File: src/rtl/sync_tx.sv
// Serial frame transmitter: sends PREAMBLE, then DATA_W payload bits MSB first,
// then an even-parity bit, on a registered one-bit stream.
module sync_tx #(
  parameter logic [3:0] PREAMBLE = 4'b1101,
  parameter int         DATA_W   = 8
) (
  input  logic              clk,
  input  logic              reset,
  input  logic [DATA_W-1:0] data_in,
  input  logic              send,
  output logic              ready,
  output logic              x,
  output logic              frame,
  output logic              done,
  output logic [1:0]        state
);

  // Handshake: a request is taken on a rising edge where send=1 and ready=1;
  // send is ignored at any other time, and data_in is only sampled then.

  // Shift register holds the bits still to go after the one currently on x.
  localparam int SW = DATA_W + 3;
  localparam int CW = (DATA_W > 4) ? $clog2(DATA_W) : 2;

  typedef enum logic [1:0] {
    IDLE = 2'd0,
    SYNC = 2'd1,
    DATA = 2'd2,
    PAR  = 2'd3
  } state_t;

  state_t          state_q, state_d;
  logic [CW-1:0]   cnt_q, cnt_d;
  logic [SW-1:0]   sh_q, sh_d;
  logic            par_q, par_d;
  logic            x_q, x_d;
  logic            done_q, done_d;

  always_ff @(posedge clk or negedge reset) begin
    if (!reset) begin
      state_q <= IDLE;
      cnt_q   <= '0;
      sh_q    <= '0;
      par_q   <= 1'b0;
      x_q     <= 1'b0;
      done_q  <= 1'b0;
    end else begin
      state_q <= state_d;
      cnt_q   <= cnt_d;
      sh_q    <= sh_d;
      par_q   <= par_d;
      x_q     <= x_d;
      done_q  <= done_d;
    end
  end

  always_comb begin
    state_d = state_q;
    cnt_d   = cnt_q;
    sh_d    = sh_q;
    par_d   = par_q;
    x_d     = 1'b0;
    done_d  = 1'b0;
    case (state_q)
      IDLE: begin
        if (send) begin
          state_d = SYNC;
          cnt_d   = CW'(3);
          sh_d    = {PREAMBLE[2:0], data_in};
          par_d   = ^data_in;
          x_d     = PREAMBLE[3];
        end
      end
      SYNC: begin
        // Counter holds the index of the preamble bit now on x.
        x_d  = sh_q[SW-1];
        sh_d = {sh_q[SW-2:0], 1'b0};
        if (cnt_q == '0) begin
          state_d = DATA;
          cnt_d   = CW'(DATA_W - 1);
        end else begin
          cnt_d = cnt_q - CW'(1);
        end
      end
      DATA: begin
        x_d  = sh_q[SW-1];
        sh_d = {sh_q[SW-2:0], 1'b0};
        if (cnt_q == '0) begin
          state_d = PAR;
          x_d     = par_q;
        end else begin
          cnt_d = cnt_q - CW'(1);
        end
      end
      PAR: begin
        state_d = IDLE;
        done_d  = 1'b1;
      end
      default: begin
        state_d = IDLE;
        cnt_d   = '0;
        sh_d    = '0;
        par_d   = 1'b0;
      end
    endcase
  end

  assign ready = (state_q == IDLE);
  assign frame = (state_q != IDLE);
  assign x     = x_q;
  assign done  = done_q;
  assign state = state_q;

endmodule

File: config.mk
export PLATFORM = sky130hd
export DESIGN_NAME = sync_tx
export DESIGN_NICKNAME = d
export VERILOG_FILES = /design/src/rtl/sync_tx.sv
export SDC_FILE = /design/constraint.sdc
export NUM_CORES = 1
export LEC_CHECK = 0
export CAP_MARGIN = 20
export CORE_MARGIN = 4
export CORE_UTILIZATION = 43
export CTS_BUF_LIST = sky130_fd_sc_hd__clkbuf_8
export CTS_CLUSTER_DIAMETER = 60
export DETAILED_ROUTE_END_ITERATION = 7
export HOLD_SLACK_MARGIN = 0.03
export PLACE_DENSITY_LB_ADDON = 0.25
export SETUP_SLACK_MARGIN = 0.05
export SLEW_MARGIN = 30
export SYNTH_ARGS = -nofsm -noshare
export SYNTH_HDL_FRONTEND = slang
export SYNTH_SLANG_ARGS = --single-unit
File: constraint.sdc
create_clock -name clk -period 3.72 [get_ports clk]
set_input_delay 0.558 -clock clk [delete_from_list [all_inputs] [get_ports clk]]
set_output_delay 0.558 -clock clk [all_outputs]
set_load 0.05 [all_outputs]
; ---- Word-level counts from Yosys, hierarchy flattened
; Cells that the tools add are included.
[totals]
register_bits = 19
latchBits = 0
ramBits = 0
mem_bits_ro = 0
inputBits = 11
output_inout_bits = 6
word_cells = 39
mem_count = 0
[op_classes]
add_sub_neg = 1
multipliers = 0
n_div = 0
order_cmp = 0
n_eq_ne = 7
shift = 0
n_mux = 14
n_bitwise = 0
n_reduce_logical = 11
[ops]
columns = operator, count
row1 = 11-bit one-hot mux with 2 select lines, 1
row2 = 11-bit two-way mux, 1
row3 = 3-bit two-way mux, 3
row4 = 3-bit one-hot mux with 3 select lines, 1
row5 = 2-bit != test (second input constant), 4
row6 = 2-bit one-hot mux with 4 select lines, 1
row7 = 8-bit XOR reduction, 1
row8 = 2-bit two-way mux, 3
row9 = 3-bit AND reduction, 2
row10 = 2-bit equality test (second input constant), 2
row11 = 2-bit AND reduction, 2
row12 = 2-bit nonzero test, 2
row13 = 3-bit logical NOT, 1
row14 = 1-bit two-way mux, 3
row15 = 1-bit one-hot mux with 3 select lines, 1
row16 = 3-bit nonzero test, 1
row17 = 3-bit by 1-bit subtractor with 3-bit output (second input constant), 1
row18 = 2-bit by 1-bit equality test with 1-bit output (second input constant), 1
row19 = 2-bit logical NOT, 1
row20 = 2-bit OR reduction, 1

; ---- Logic depth before layout (Yosys ltp)
[depth]
depth_word = 4
ltp_mapped = 6
mapped_depth_nobuf = 6

; ---- Worst setup path after synthesis
; OpenSTA, ideal clock, no wires.
[synth_path]
path_kind = reg-to-reg
startpoint = register state_q[0] (netlist: state[0])
endpoint = register state_q[1] (netlist: state[1])
arrival_time_ns = 2.349
required_ns = 3.595
path_slack_ns = 1.246
path_stages_with_launch = 6
path_buffers = 0
path_cell_list = dfrtp_1 inv_1 ha_1 inv_1 o22ai_2 mux2_4
[synth_between]
elab_chain_len = 3
[synth_rtl]
columns = item, line
row1 = from (decl), 32  ; state_t state_q, state_d;
row2 = from (signal assigned), 48  ; state_q <= state_d;
row3 = 2-bit logical NOT (*), n/a
row4 = net ready, 11  ; output logic ready,
row5 = 2-bit != test (no source line), n/a
row6 = 3-bit AND reduction (no source line), n/a
; The timed path passes the listed nets; every way through them passes the cells marked *.
; A chain may end at the register's enable or synchronous reset.

; ---- Worst setup path after layout
[layout_path]
startpoint = register state_q[0] (netlist: state[0])
endpoint = output frame
[layout_between]
elab_chain_len = 1
[layout_rtl]
columns = item, line
row1 = 2-bit nonzero test, 109  ; assign frame = (state_q != IDLE);
row2 = to (decl), 13  ; output logic frame,
; No other way between the ends.

==> results.cfg <==
[pwr]
total_power_uw = 1280
p_per_area_nw_per_um2 = 1010
p_leak_uw = 0.000566
ir_drop_mv = 0.646

[detailed_routing]
routed_wl_um = 1870
drc = 0
firstDrtPassIters = 3
drtIter0Drc = 8
wl_per_cell_um = 12.8
vias_per_cell = 5.18
final_antenna_net_count = 0
vias = 756

[timing]
post-route-min-period_ns = 2.51
setup_violations = 0
tightest_slew_ns = 0.608
rsz0062_at_grt = false
slew_violations = 0
slew_headroom_pct = 59.4
tns_ns = 0
setup_ws_ns = 1.21
fin_skew_ns = 0.000683
hold_viol = 0
fin_crit_sh_pct = 67.6
fmax_mhz = 398

[grt]
grtUsageTotal_pct = 12.4
grt-ovfl-total = 0
grt_max_degree = 27
antenna_found_initial = 0
grt_pass1_vias = 742
grt_first_pass_wirelength_um = 3190

[logic_synthesis]
syn_avg_cell_area_um2 = 10.4
synth_nets = 120
ys_seq_elements = 19
synth_ff_type = dfrtp_1
synth.most_common_cell = dfrtp_1
yosys.cell_types.count = 29
ys_warn_count = 0
synthCells = 102
seq_area_frac_synth_pct = 45.0
ys_async_sr_fraction_pct = 100
synth_common_cells = dfrtp_1 (19), a21oi_1 (13), nor2_1 (9)
yosysTopAreaCell = dfrtp_1
synth_area_um2 = 1060
synth_top_area_share_pct = 45.0
synth.area.top_cells = dfrtp_1 (45%), ha_1 (8.3%), mux2i_1 (6.6%), a21oi_1 (6.2%), xnor2_1 (5.8%)
synth_edf_count = 0

[worst_setup_path]
arrival_ns = 1.96
path_class = reg2out
cp-end-kind = output pin
critPathMaxFanout = 4
start_kind = flip-flop
required_ns = 3.16

[finish]
multi_input_area_um2 = 518
fin_nets = 137
area_growth_pct = 19.5
fillerInstances = 208
register_area_um2 = 475
utilization_pct = 55.5
diodes = 0
drive_gt1_share_pct = 9.32

[die]
die_w_um = 57.6
coreArea_um2 = 2280
dieArea_um2 = 3310
io_pins = 17
die_y_um = 57.6
initial_core_util_pct = 46.4
fp-row-count = 17

[place]
dp_hpwl_um = 1400
gp_congestion = 0.711
io_buffer_count = 16
place_ws_ns = 1.47

[cts]
tritoncts = built
htree_num_levels = 1
clockRootBuffer = clkbuf_8
post_cts_buffers = 0
clkSlewWorstSetupHoldPaths_ns = 0.07
cts_buffers = 3
cts_resized = 0
clock-sinks = 19
insertion_delay_ns = 0.25
cts_max_path_buffers = 2
cts.hold.buffers_added = 0

[worst_hold_path]
min_path_type = in2async

[flow_run]
max_cap_viol_count = 0

[status]
status = completed
-- path summary, 6_finish.rpt --
kind	startpoint	endpoint	slack, ns	cells after the start
setup / recovery	state[0]	frame	1.21	4
hold / removal	reset	done	0.24	1
setup reg to reg	state[0]	cnt_q[1]	1.91	5
hold reg to reg	cnt_q[1]	cnt_q[1]	0.51	1
max in group asynchronous	reset	sh_q[2]	3.18	1
min in group clk	cnt_q[1]	cnt_q[1]	0.51	1
-- cell usage in the layout, fill, tap and decap left out, types with 5 or more instances in the layout --
cell type,instances
ha_1,7
a21oi_1,13
nor2_1,9
nand2_1,5
xnor2_1,7
dfrtp_1,19
clkdlybuf4s50_1,15
inv_1,9
mux2i_1,7
-- routing by layer --
layer  global-route usage, %  part of all wire, %
met1                    14.3                   43
met2                    21.8                   51
met3                    3.85                  5.2
met4                    3.97                    0
met5                       0                    0
-- cells by family after synthesis --
kind of cell | synth area share [%]
xor+xnor | 5.81
buf+inv | 5.92
mux | 8.06
compound gates | 16.2
simple gates | 10.7
fa+ha+maj | 8.29
flops | 45.0
-- where the power goes --
group	total (µW)	internal [µW]	switching (µW)	leakage [µW]
sequential	375	313	62.0	0.000220
combinational	764	316	447	0.000319
clock	137	73.2	64.0	0.0000269
-- final cells by class --
| class | count | share of cell area, % |
|---|---|---|
| clock buffer | 3 | 3.27 |
| tap | 28 | 2.78 |
| multi-input combinational | 70 | 41.0 |
| timing repair buffer | 16 | 12.3 |
| inverter | 9 | 2.68 |
| clock inverter | 1 | 0.297 |
| sequential | 19 | 37.7 |
-- critical path: stages, from the launching register on --
cell	delay, ns
dfrtp_1	0.40
inv_1	0.11
ha_1	0.27
inv_1	0.11
clkdlybuf4s50_1	0.81
-- sequential cells by signal, summed over array words and instances, names as in the netlist --
name / count
x: 1
sh_q: 11
done: 1
par_q: 1
cnt_q: 3
state: 2
-- through the flow --
step / hold WS [ns] / cell area (µm²) / cells
detailed placement: 0.498 / 1220 / 142
global placement: 0.477 / 1220 / 142
CTS: 0.515 / 1270 / 146
global route: 0.259 / 1260 / 146
finish: 0.239 / 1260 / 146
floorplan: 0.262 / 1060 / 102
Note: power is estimated with default switching activity, not from simulation.
==> patch 1 (same flow settings) <==
Make the reset (`reset`) synchronous in one clocked block.
--- a/src/rtl/sync_tx.sv
+++ b/src/rtl/sync_tx.sv
@@ -36,7 +36,7 @@
   logic            x_q, x_d;
   logic            done_q, done_d;
 
-  always_ff @(posedge clk or negedge reset) begin
+  always_ff @(posedge clk) begin
     if (!reset) begin
       state_q <= IDLE;
       cnt_q   <= '0;
Formal check against the unedited RTL: differs if reset is asserted again (counterexample within 4 cycles, from zero or initial values and one cycle with reset low); with reset held inactive, the same outputs for 10 cycles.
==> patch 1 against the original RTL <==
  * First-iteration DRC count increased by 88%
  * Sequential cell count unchanged
  * Design area decreased by 0.59%
  * Setup slack improved by 0.057 ns
  * Highest routed layer is now met4
  * Die area decreased by 0.61%
  * Wire length decreased by 2.8%
  * Combinational power decreased by 8.6%
  * Area after synthesis decreased by 0.71%
  * Global-route usage decreased by 0.63 points
  * Total power decreased by 8.3%
  * Sequential share of layout area decreased by 7.4 points
==> patch 1: results <==
group,metric,value,unit
logic_synthesis,synthFlopType,"dfxtp_1",
placed_design,gp_congestion,0.691,
hold_path,min_path_type,"flop to flop",
logic_synthesis,ys_seq_area_share,36.3,%
finish,nFillCells,214,
global_route,first_global_vias,721,
power_and_ir_drop,p_int,658,µW
power_and_ir_drop,clkPwrFrac,11.5,%
detailed_routing,wl,1820,µm
global_route,grt_usage,11.8,%
logic_synthesis,synthCells,106,
finish,multi_input_area,616,µm²
sta,clock_skew,0.00491,ns
status,status,"complete, no violations",
logic_synthesis,ys_types,34,
finish,fin_cells,148,
setup_path,cp_max_fo,5,
detailed_routing,vias,775,
finish,drive_above_1_share,5.83,%
placed_design,dp_slack,1.53,ns
detailed_routing,first_iter_violations,15,
placed_design,placed_area,1210,µm²
logic_synthesis,synth.net_count,124,
finish,final_nets,139,
power_and_ir_drop,power_density,932,nW/µm²
power_and_ir_drop,vdd_drop_max,0.545,mV
logic_synthesis,synth_common_cells,"19 x dfxtp_1, 9 x nand2_1, 9 x o211a_1, 8 x mux2i_1",
global_route,grt_pass1_wl,3110,µm
sta,tightestPinTransition,0.620,ns
placed_design,dp_hpwl,1320,µm
detailed_routing,drt-pass1-iter-count,4,
## patch 1: cell count changes in the layout (fill, tap and decap cells not counted), sizes merged, moves of 4 or more
cell   delta
o211a     +9
dfrtp    -19
a21oi    -11
nand2     +4
inv       -4
nor2      -8
dfxtp    +19
## patch 1: worst max-delay path: stages (launching register included)
cell             delay (ns)
dfxtp_1                0.42
inv_1                  0.11
ha_1                   0.23
inv_1                  0.09
clkdlybuf4s50_1        0.80
## patch 1: path summary, 6_finish.rpt
kind                          from                   end  slack (ns)  cells after the start
max          state[1]$_SDFFE_PN0P_                 frame        1.26                      4
min           sh_q[9]$_SDFFE_PN0P_  sh_q[9]$_SDFFE_PN0P_        0.48                      2
max reg2reg  state[1]$_SDFFE_PN0P_  sh_q[1]$_SDFFE_PN0P_        1.93                      5
min reg2reg   sh_q[9]$_SDFFE_PN0P_  sh_q[9]$_SDFFE_PN0P_        0.48                      2
## patch 1: cell type report
| cell class | instances | area share [%] |
|---|---|---|
| Multi-Input combinational cell | 76 | 49.1 |
| Sequential cell | 19 | 30.3 |
| Timing Repair Buffer | 16 | 12.8 |
| Clock buffer | 3 | 3.29 |
| Tap cell | 28 | 2.79 |
| Inverter | 5 | 1.50 |
| Clock inverter | 1 | 0.299 |
## patch 1: cells by family (layout without fill, tap and decap cells)
group	after synthesis	after routing	synth area share [%]
muxes	8	8	7.64
adders and majority gates	7	7	8.35
DFF	19	19	36.3
xor gates and xnor gates	7	7	5.85
buffers and inverters	11	25	5.01
and+or+nand+nor	26	26	16.1
AOI/OAI and AO/OA	28	28	20.8
## patch 1: layer usage
metal / track usage [%] / vias up / wire (µm)
met1: 14.2 / 356 / 864
met3: 2.04 / 2 / 79
met5: 0 / - / 0
li1: - / 401 / -
met4: 5.96 / 0 / 12
met2: 19.8 / 16 / 865
==> patch 2 (config.mk and constraints unchanged) <==
Made on the original files. Change the parameter `DATA_W` from 8 to 16.
--- a/src/rtl/sync_tx.sv
+++ b/src/rtl/sync_tx.sv
@@ -2,7 +2,7 @@
 // then an even-parity bit, on a registered one-bit stream.
 module sync_tx #(
   parameter logic [3:0] PREAMBLE = 4'b1101,
-  parameter int         DATA_W   = 8
+  parameter int         DATA_W   = 16
 ) (
   input  logic              clk,
   input  logic              reset,
Interface: changed (resized data_in); port bits go from 17 to 25. The function was not compared with the original's and may differ.
==> patch 2 against the original RTL <==
  * Setup slack got worse by 0.054 ns
  * Design area is 48% higher
  * Wire length grew 55%
  * Sequential cell count increased by 9
  * Sequential power rose by 45%
  * Total power rose by 41%
  * Clock power rose by 74%
  * Register-to-register slack got worse by 0.38 ns
  * Area after synthesis increased by 42%
  * Critical path type unchanged
==> patch 2: results <==
group,metric,value,unit
status,status,"complete, no violations",
clocking,clock_path_buffers,2,
sta,slew_headroom,66.5,%
global_route,grt_usage,14.9,%
global_route,grt_use_met2,27.4,%
hold_path,min_path_type,"flop to flop",
power_and_ir_drop,switching_share,42.8,%
setup_path,worstSetupEndpoint,"ready",
global_route,grt_pass1_wl,5180,µm
logic_synthesis,synthCells,149,
clocking,cts_sinks,28,
detailed_routing,wl_per_cell,13.2,µm
placed_design,io_buffers,24,
finish,final_nets,200,
power_and_ir_drop,power.leakage,0.802,nW
setup_path,r2r.worst_path.cells,7,
logic_synthesis,synth.net_count,174,
placed_design,dp_cells,216,
clocking,insertion_delay,0.28,ns
setup_path,cp_max_fo,6,
finish,nFillCells,314,
detailed_routing,first_iter_violations,50,
setup_path,worstPathArrival,2.01,ns
global_route,first_global_vias,1218,
setup_path,regToRegSetupSlack,1.53,ns
finish,diodes,0,
detailed_routing,wl,2900,µm
power_and_ir_drop,vdd_drop_max,0.380,mV
detailed_routing,vias_per_cell,5.10,
logic_synthesis,synthArstFlopShare,100,%
placed_design,dp_slack,1.19,ns
hold_path,hold_depth,2,
global_route,use_met1,17.0,%
logic_synthesis,yosys_warnings,0,
global_route,grt_overflow,0,
setup_path,reg2reg_to,"cnt_q[2]$_DFFE_PN0P_",
logic_synthesis,synth_common_cells,"28 x dfrtp_1, 22 x a21oi_1, 21 x nor2_1, 15 x mux2i_1, 13 x xnor2_1",
logic_synthesis,ys_seq_area_share,46.8,%
detailed_routing,drt-pass1-iter-count,4,
clocking,clockRootBuffer,"clkbuf_8",
logic_synthesis,ys_top_cells_by_area,"dfrtp_1 47%, mux2i_1 10%, xnor2_1 7.6%",
clocking,cts_setup_buffers,0,
finish,drive_above_1_share,6.32,%
finish,top_register,"sh_q",
placed_design,gp_congestion,0.733,
clocking,htree_levels,1,
global_route,grtUsageMet3,3.37,%
sta,clock_skew,0.0110,ns
clocking,clk_pin_slew,0.10,ns
clocking,cts_buffers,3,
global_route,grt_max_degree,44,
finish,largest_register_ffs,19,
setup_path,start_kind,"flop",
placed_design,dp_hpwl,2210,µm
## patch 2: logic make-up (layout without fill, tap and decap cells)
group	after synthesis	in the layout	share of synthesized area (%)
AO/OA/AOI/OAI	36	36	14.3
XOR/XNOR	15	15	8.78
adder cells (fa/ha/maj)	6	6	5.02
buffers and inverters	16	41	4.10
flip-flops	28	28	46.8
multiplexers	17	17	11.5
AND/OR/NAND/NOR	31	31	9.45
## patch 2: area by class of cell
cell class / count / area share (%)
multi-input combinational: 105 / 39.4
sequential: 28 / 37.6
timing repair buffer: 27 / 14.1
tap: 46 / 3.09
clock buffer: 3 / 2.21
inverter: 10 / 2.01
clock inverter: 1 / 1.61
## patch 2: power by group through the flow
| stage | Combinational (mW) | Sequential (mW) | Clock [mW] |
|---|---|---|---|
| CTS | 1.04 | 0.544 | 0.246 |
| detailed placement | 1.04 | 0.550 | 0 |
| global placement | 0.997 | 0.540 | 0 |
| floorplan | 0.733 | 0.600 | 0 |
| finish | 1.03 | 0.542 | 0.238 |
| global route | 1.14 | 0.563 | 0.257 |
## patch 2: stage by stage
step           total power [mW]  cell area, µm²  util (%)
6_report                   1.81            1860      55.9
4_1_cts                    1.83            1860      55.9
5_1_grt                    1.96            1860      55.9
3_5_place_dp               1.59            1790      53.7
2_1_floorplan              1.33            1500         -
3_3_place_gp               1.54            1790      53.7
## patch 2: per-layer routing
layer	vias to the layer above	part of all wire, %
met1	535	42
met4	0	0.86
met3	4	3.9
li1	560	-
met2	22	53
met5	-	0
## patch 2: worst min path at each step
| stage | from | to | slack [ns] |
|---|---|---|---|
| CTS | sh_q[16]$_DFFE_PN0P_ | sh_q[17]$_DFFE_PN0P_ | 0.51 |
| global placement | sh_q[16]$_DFFE_PN0P_ | sh_q[17]$_DFFE_PN0P_ | 0.49 |
| floorplan | reset | cnt_q[0]$_DFFE_PN0P_ | 0.26 |
| finish | sh_q[16]$_DFFE_PN0P_ | sh_q[17]$_DFFE_PN0P_ | 0.51 |
| global route | sh_q[16]$_DFFE_PN0P_ | sh_q[17]$_DFFE_PN0P_ | 0.54 |
| detailed placement | sh_q[16]$_DFFE_PN0P_ | sh_q[17]$_DFFE_PN0P_ | 0.49 |
## patch 2: worst max-delay path, stage by stage, from the launching register on
cell             delay (ns)
dfrtp_1                0.42
inv_1                  0.13
ha_1                   0.32
clkdlybuf4s50_1        0.86
